$ cat config.mk
export PLATFORM = sky130hd
export DESIGN_NAME = cipher_share_driver_flat
export DESIGN_NICKNAME = d
export VERILOG_FILES = /design/src/rtl/cipher_share_pkg.sv /design/src/rtl/cipher_share_driver_if.sv /design/src/rtl/cipher_share_driver_mask_lfsr.sv /design/src/rtl/cipher_share_driver.sv /design/src/flat_wrapper.sv
export SDC_FILE = /design/constraint.sdc
export NUM_CORES = 1
export LEC_CHECK = 0
export ABC_AREA = 0
export BUFFER_PORTS_ARGS = -buffer_cell sky130_fd_sc_hd__buf_2
export CORE_MARGIN = 1.5
export CORE_UTILIZATION = 46
export CTS_CLUSTER_SIZE = 28
export DETAILED_ROUTE_END_ITERATION = 8
export HOLD_SLACK_MARGIN = 0.03
export PLACE_DENSITY_LB_ADDON = 0.15
export SLEW_MARGIN = 20
export SYNTH_ARGS = -nofsm -noshare
export SYNTH_HDL_FRONTEND = slang
export SYNTH_SLANG_ARGS = --single-unit
$ cat constraint.sdc
create_clock -name clk -period 37.2 [get_ports clk]
set_input_delay 7.44 -clock clk [delete_from_list [all_inputs] [get_ports clk]]
set_output_delay 7.44 -clock clk [all_outputs]
set_load 0.02 [all_outputs]
$ cat src/rtl/cipher_share_pkg.sv
// Shared types and constants for the masked-AES share driver.
package cipher_share_pkg;

  typedef enum logic [1:0] {
    IDLE    = 2'd0,
    LOAD    = 2'd1,
    WAIT    = 2'd2,
    COLLECT = 2'd3
  } state_t;

  localparam int          NUM_BYTES    = 16;
  // Galois taps for x^32+x^22+x^2+x+1 in the right-shifting form
  localparam logic [31:0] LFSR_TAPS    = 32'h8020_0003;
  localparam logic [31:0] DEFAULT_SEED = 32'hACE1_2468;

endpackage

$ cat src/rtl/cipher_share_driver_if.sv
// Host and Cipher-facing signal bundle of cipher_share_driver.
interface cipher_share_driver_if;
  logic         start;
  logic [127:0] plaintext;
  logic [127:0] key;
  logic         busy;
  logic         ct_valid;
  logic [127:0] ciphertext;
  logic         error;
  logic         cipher_rst;
  logic [7:0]   input1;
  logic [7:0]   input2;
  logic [7:0]   key1;
  logic [7:0]   key2;
  logic [7:0]   output1;
  logic [7:0]   output2;
  logic         Done;

  modport master (
    input  start, plaintext, key, output1, output2, Done,
    output busy, ct_valid, ciphertext, error, cipher_rst,
    output input1, input2, key1, key2
  );

  modport slave (
    output start, plaintext, key, output1, output2, Done,
    input  busy, ct_valid, ciphertext, error, cipher_rst,
    input  input1, input2, key1, key2
  );
endinterface

$ cat src/rtl/cipher_share_driver_mask_lfsr.sv
// Free-running 32-bit Galois LFSR supplying the share masks.
module mask_lfsr
  import cipher_share_pkg::*;
#(
  parameter logic [31:0] SEED = DEFAULT_SEED
) (
  input  logic        clk,
  input  logic        rst,
  output logic [31:0] state
);

  // An all-zero state would lock the LFSR, so a zero seed becomes 1
  localparam logic [31:0] INIT = (SEED == 32'h0) ? 32'h1 : SEED;

  always_ff @(posedge clk or posedge rst) begin
    if (rst) state <= INIT;
    else     state <= {1'b0, state[31:1]} ^ (state[0] ? LFSR_TAPS : 32'h0);
  end

endmodule

$ cat src/rtl/cipher_share_driver.sv
// Splits plaintext/key into two Boolean shares for Cipher and recombines its output.
//   state   | meaning
//   IDLE    | Cipher held in reset, waiting for start
//   LOAD    | 16 masked byte pairs streamed out, cipher_rst high on byte 0
//   WAIT    | waiting for Done, bounded by TIMEOUT
//   COLLECT | bytes 1..15 recombined, then ciphertext published
module cipher_share_driver
  import cipher_share_pkg::*;
#(
  parameter int          TIMEOUT = 1024,
  parameter logic [31:0] SEED    = DEFAULT_SEED
) (
  input logic            clk,
  input logic            rst,
  cipher_share_driver_if.master bus
);

  localparam int CW = $clog2(TIMEOUT + 1);

  state_t         state, state_nx;
  logic [3:0]     byte_cnt, byte_cnt_nx;
  logic [CW-1:0]  wait_cnt, wait_cnt_nx;
  logic [127:0]   pt_sr, pt_sr_nx;
  logic [127:0]   key_sr, key_sr_nx;
  logic [127:0]   col_sr, col_sr_nx;
  logic [127:0]   ct_q, ct_nx;
  logic [7:0]     in1_q, in1_nx, in2_q, in2_nx;
  logic [7:0]     k1_q, k1_nx, k2_q, k2_nx;
  logic           crst_q, crst_nx;
  logic           ct_valid_q, ct_valid_nx;
  logic           error_q, error_nx;
  logic [31:0]    lfsr;

  mask_lfsr #(.SEED(SEED)) u_mask_lfsr (
    .clk   (clk),
    .rst   (rst),
    .state (lfsr)
  );

  always_ff @(posedge clk or posedge rst) begin
    if (rst) begin
      state      <= IDLE;
      byte_cnt   <= '0;
      wait_cnt   <= '0;
      pt_sr      <= '0;
      key_sr     <= '0;
      col_sr     <= '0;
      ct_q       <= '0;
      in1_q      <= '0;
      in2_q      <= '0;
      k1_q       <= '0;
      k2_q       <= '0;
      crst_q     <= 1'b1;
      ct_valid_q <= 1'b0;
      error_q    <= 1'b0;
    end else begin
      state      <= state_nx;
      byte_cnt   <= byte_cnt_nx;
      wait_cnt   <= wait_cnt_nx;
      pt_sr      <= pt_sr_nx;
      key_sr     <= key_sr_nx;
      col_sr     <= col_sr_nx;
      ct_q       <= ct_nx;
      in1_q      <= in1_nx;
      in2_q      <= in2_nx;
      k1_q       <= k1_nx;
      k2_q       <= k2_nx;
      crst_q     <= crst_nx;
      ct_valid_q <= ct_valid_nx;
      error_q    <= error_nx;
    end
  end

  always_comb begin
    state_nx    = state;
    byte_cnt_nx = byte_cnt;
    wait_cnt_nx = wait_cnt;
    pt_sr_nx    = pt_sr;
    key_sr_nx   = key_sr;
    col_sr_nx   = col_sr;
    ct_nx       = ct_q;
    in1_nx      = in1_q;
    in2_nx      = in2_q;
    k1_nx       = k1_q;
    k2_nx       = k2_q;
    crst_nx     = crst_q;
    ct_valid_nx = 1'b0;
    error_nx    = 1'b0;

    case (state)
      IDLE: begin
        crst_nx = 1'b1;
        if (bus.start) begin
          pt_sr_nx    = bus.plaintext;
          key_sr_nx   = bus.key;
          byte_cnt_nx = '0;
          state_nx    = LOAD;
        end
      end
      LOAD: begin
        // Both shares come from the same edge so no port ever carries a clear byte
        in2_nx      = lfsr[7:0];
        in1_nx      = pt_sr[127:120] ^ lfsr[7:0];
        k2_nx       = lfsr[15:8];
        k1_nx       = key_sr[127:120] ^ lfsr[15:8];
        pt_sr_nx    = {pt_sr[119:0], 8'h00};
        key_sr_nx   = {key_sr[119:0], 8'h00};
        crst_nx     = (byte_cnt == 4'd0);
        byte_cnt_nx = byte_cnt + 4'd1;
        if (byte_cnt == 4'(NUM_BYTES - 1)) begin
          state_nx    = WAIT;
          wait_cnt_nx = '0;
        end
      end
      WAIT: begin
        crst_nx = 1'b0;
        if (bus.Done) begin
          col_sr_nx   = {col_sr[119:0], bus.output1 ^ bus.output2};
          byte_cnt_nx = 4'd1;
          state_nx    = COLLECT;
        end else if (wait_cnt == CW'(TIMEOUT - 1)) begin
          error_nx = 1'b1;
          crst_nx  = 1'b1;
          state_nx = IDLE;
        end else begin
          wait_cnt_nx = wait_cnt + CW'(1);
        end
      end
      COLLECT: begin
        crst_nx = 1'b0;
        // byte_cnt wraps 15 -> 0; the zero pass publishes the assembled block
        if (byte_cnt != 4'd0) begin
          col_sr_nx   = {col_sr[119:0], bus.output1 ^ bus.output2};
          byte_cnt_nx = byte_cnt + 4'd1;
        end else begin
          ct_nx       = col_sr;
          ct_valid_nx = 1'b1;
          crst_nx     = 1'b1;
          state_nx    = IDLE;
        end
      end
      default: state_nx = IDLE;
    endcase
  end

  assign bus.busy       = (state != IDLE);
  assign bus.ct_valid   = ct_valid_q;
  assign bus.ciphertext = ct_q;
  assign bus.error      = error_q;
  assign bus.cipher_rst = crst_q;
  assign bus.input1     = in1_q;
  assign bus.input2     = in2_q;
  assign bus.key1       = k1_q;
  assign bus.key2       = k2_q;

endmodule

$ cat src/flat_wrapper.sv
// flat-port wrapper written by rule: the top's interface ports become plain ports
module cipher_share_driver_flat import cipher_share_pkg::*;
#(
  parameter int          TIMEOUT = 1024,
  parameter logic [31:0] SEED    = DEFAULT_SEED
)
  (clk, rst, bus_start, bus_plaintext, bus_key, bus_output1, bus_output2, bus_Done, bus_busy, bus_ct_valid, bus_ciphertext, bus_error, bus_cipher_rst, bus_input1, bus_input2, bus_key1, bus_key2);
  cipher_share_driver_if bus_i ();
  input logic clk;
  input logic rst;
  input wire logic [$bits(bus_i.start)-1:0] bus_start;
  input wire logic [$bits(bus_i.plaintext)-1:0] bus_plaintext;
  input wire logic [$bits(bus_i.key)-1:0] bus_key;
  input wire logic [$bits(bus_i.output1)-1:0] bus_output1;
  input wire logic [$bits(bus_i.output2)-1:0] bus_output2;
  input wire logic [$bits(bus_i.Done)-1:0] bus_Done;
  output wire logic [$bits(bus_i.busy)-1:0] bus_busy;
  output wire logic [$bits(bus_i.ct_valid)-1:0] bus_ct_valid;
  output wire logic [$bits(bus_i.ciphertext)-1:0] bus_ciphertext;
  output wire logic [$bits(bus_i.error)-1:0] bus_error;
  output wire logic [$bits(bus_i.cipher_rst)-1:0] bus_cipher_rst;
  output wire logic [$bits(bus_i.input1)-1:0] bus_input1;
  output wire logic [$bits(bus_i.input2)-1:0] bus_input2;
  output wire logic [$bits(bus_i.key1)-1:0] bus_key1;
  output wire logic [$bits(bus_i.key2)-1:0] bus_key2;
  assign bus_i.start = bus_start;
  assign bus_i.plaintext = bus_plaintext;
  assign bus_i.key = bus_key;
  assign bus_i.output1 = bus_output1;
  assign bus_i.output2 = bus_output2;
  assign bus_i.Done = bus_Done;
  assign bus_busy = bus_i.busy;
  assign bus_ct_valid = bus_i.ct_valid;
  assign bus_ciphertext = bus_i.ciphertext;
  assign bus_error = bus_i.error;
  assign bus_cipher_rst = bus_i.cipher_rst;
  assign bus_input1 = bus_i.input1;
  assign bus_input2 = bus_i.input2;
  assign bus_key1 = bus_i.key1;
  assign bus_key2 = bus_i.key2;
  cipher_share_driver #(.TIMEOUT(TIMEOUT), .SEED(SEED)) u_core (.clk(clk), .rst(rst), .bus(bus_i));
endmodule
==> results.txt <==
Status = finished, final reports clean
Critical-path cell list = buf_6, buf_4, buf_4, a31oi_1, o21ai_0
Least-Margin Pin Slew = 1.07 ns
All-Layer GR Usage = 23.1%
Top post-synthesis cells by count = dfrtp_1, o21ai_0, mux2_2, nand2_1
EDFF count, synth = 0
Cell Area, Synth = 25200 um2
Mapped Nets = 2469
Routability cong. = 0.810
Worst-skew pair later-pin latency = 0.59 ns
Seq cells post-synth = 596
Worst VDD drop = 43.6 uV
Placed instance area = 27600 um2
Initial Utilization = 46.7%
Synth Flop Type = dfrtp_1
Area Overhead vs Synth = 18.6%
Largest cells by area after synthesis = dfrtp_1, mux2_2, o21ai_0
Max Root-Sink Buffers = 3
Fin crit period = 9.63 ns
Vias per cell = 5.46
Remaining global-route overflow = 0
Delay of the slowest critical-path stage = 0.79 ns
DRC viols = 0
CP Class = in2reg
Syn Area/Cell = 11.5 um2
Worst Skew = 0.0218 ns
Area of the die = 56100 um2
Slew HR = 27.6%
Register Area = 14900 um2
Root buffer cell = clkbuf_16
Type of element launching the critical path = primary input
Multi-input logic area = 9430 um2
Endpoints failing setup = 0
CTS buffer count = 66
Vias = 18100
Port bufs = 439
Row cnt = 85
Post-Synthesis Cells = 2190
Count leader, synth = dfrtp_1
Final period util = 25.9%
Synth unique cells = 49
CTS Sinks = 596
Worst Path Arrival = 10.12 ns
Worst-path clk slew = 0.06 ns
Starting DRT DRC Count = 1368
Type of element capturing the critical path = register
Antenna-violating nets left = 0
First-pass GRT wire length = 103000 um
Drt pass-1 iters = 5
Routed len/inst = 19.4 um
Synth async-reset ratio = 100%
IO Pins = 440
CP required = 37.69 ns
Hold-fix buffers at CTS = 0
RSZ-0062 raised after global routing = false
Fmax = 104 MHz
Synth top area share = 57.9%
CTS tree = built
Worst Path Max Fanout = 86
Max Cap Violations = 0
Chip Width = 237 um
Core Region = 53900 um2
Layout cells sized above 1 = 32.6%
Setup bufs post-CTS = 0
# resized after CTS = 0
Nets = 2817
Count of final hold-check violations = 0
Slowest CP cell = buf_4
FILL cells = 4676
Layout Cell Area excl Fill = 29900 um2
Lkg Pwr = 13.9 nW
Min-delay worst type = reg2reg
Sequential element share of the synthesized area = 59.3%
Final setup TNS = 0 ns
Antenna violations before repair = 42
Post-Route WL = 64300 um
Post-synth top area cell = dfrtp_1
Vert. Die Dim = 237 um
CP most frequent cell = buf_4
Max-slew violations = 0
Synthesis Warnings = 0
Largest net degree at the start of global routing = 187
DP HPWL = 40300 um
PD cells = 75.7 nW/um2
H-tree depth = 3
Vias in the first global route = 18400
## registers in the layout (all words and copies together) (netlist names)
name                      flops
u_core.bus.error              1
u_core.bus.ciphertext       128
u_core.wait_cnt              11
u_core.bus.input2             8
u_core.byte_cnt               4
u_core.bus.cipher_rst         1
u_core.col_sr               128
u_core.u_mask_lfsr.state     32
u_core.key_sr               128
u_core.state                  2
u_core.bus.input1             8
u_core.bus.ct_valid           1
u_core.bus.key2               8
u_core.bus.key1               8
u_core.pt_sr                128
## through the flow
stage	hold slack, ns	power, mW	worst slack (ns)	util, %	cells
detailed placement	0.339	1.64	26.92	51.3	3165
finish	0.351	2.26	27.57	55.4	3305
floorplan	0.331	1.43	13.10	-	2190
global placement	0.335	1.61	26.94	51.3	3165
global route	0.361	2.40	27.18	55.4	3299
CTS	0.353	2.29	27.55	55.2	3283
## path summary, 6_finish.rpt
kind                                                           to                                   start  depth (start not counted)  slack [ns]
setup / recovery                     u_core.pt_sr[66]$_DFFE_PP0P_                               bus_start                          5       27.57
min in group asynchronous           u_core.col_sr[64]$_DFFE_PP0P_                                     rst                          2        7.05
hold / removal             u_core.u_mask_lfsr.state[17]$_DFF_PP0_  u_core.u_mask_lfsr.state[18]$_DFF_PP0_                          0        0.35
setup reg to reg                   u_core.wait_cnt[0]$_DFFE_PP0P_             u_core.state[1]$_DFFE_PP0P_                          6       33.52
hold reg to reg            u_core.u_mask_lfsr.state[17]$_DFF_PP0_  u_core.u_mask_lfsr.state[18]$_DFF_PP0_                          0        0.35
max in group asynchronous             u_core.state[1]$_DFFE_PP0P_                                     rst                          4       27.78
## per-layer routing
layer	vias up	part of all wire (%)	routed length (um)	track usage (%)
met2	445	47	30000	35.7
met3	144	5.6	3590	5.72
li1	8432	-	-	-
met5	-	0.39	248	0
met4	38	3.0	1930	8.80
met1	8992	44	28500	31.5
## cell families after synthesis
group                    count (synthesis)  share of synthesized area [%]
AO/OA/AOI/OAI                          602                           13.9
flip-flops                             596                           59.3
AND/OR/NAND/NOR                        512                           10.5
multiplexers                           264                           11.8
buffers and inverters                  185                           3.34
XOR/XNOR                                28                          0.974
adder cells (fa/ha/maj)                  3                          0.149
## power breakdown
group / leakage (nW) / switching, mW / total, mW / internal [mW]
registers: 7.70 / 0.136 / 0.999 / 0.863
logic: 5.14 / 0.352 / 0.622 / 0.270
clock network: 1.06 / 0.263 / 0.640 / 0.377
total: 13.9 / 0.752 / 2.26 / 1.51
## cell usage in the layout (no fill, tap or decap), types with 3 or more instances in the layout
cell type / count
dfrtp_1: 580
buf_2: 438
o21ai_0: 263
mux2_2: 256
nand2_1: 214
and2_1: 196
a31oi_1: 196
clkbuf_16: 68
a21oi_1: 64
nor2b_1: 46
a22oi_1: 45
xnor2_1: 24
diode_2: 21
nor2_1: 19
clkbuf_1: 18
a22o_1: 16
clkbuf_8: 16
buf_4: 16
dfstp_2: 14
nand3_1: 9
clkinv_2: 9
mux2_1: 8
o31ai_1: 6
nand4_1: 5
inv_1: 4
inv_6: 4
xor2_1: 4
or4_1: 3
ha_1: 3
clkinv_8: 3
buf_12: 3
## final cells by class
cell class | instances | area share (%)
clock buffer | 102 | 6.66
inverter | 6 | 0.117
clock inverter | 16 | 0.503
sequential | 596 | 50.0
timing repair buffer | 459 | 8.02
tap | 696 | 2.92
multi-input combinational | 1409 | 31.6
antenna | 21 | 0.176
## worst max-delay path: cells and delay by family
kind	cells	cell delay [ns]
buffers and inverters	3	2.08
AOI/OAI and AO/OA	2	0.41
(Power assumes the default switching activity.)
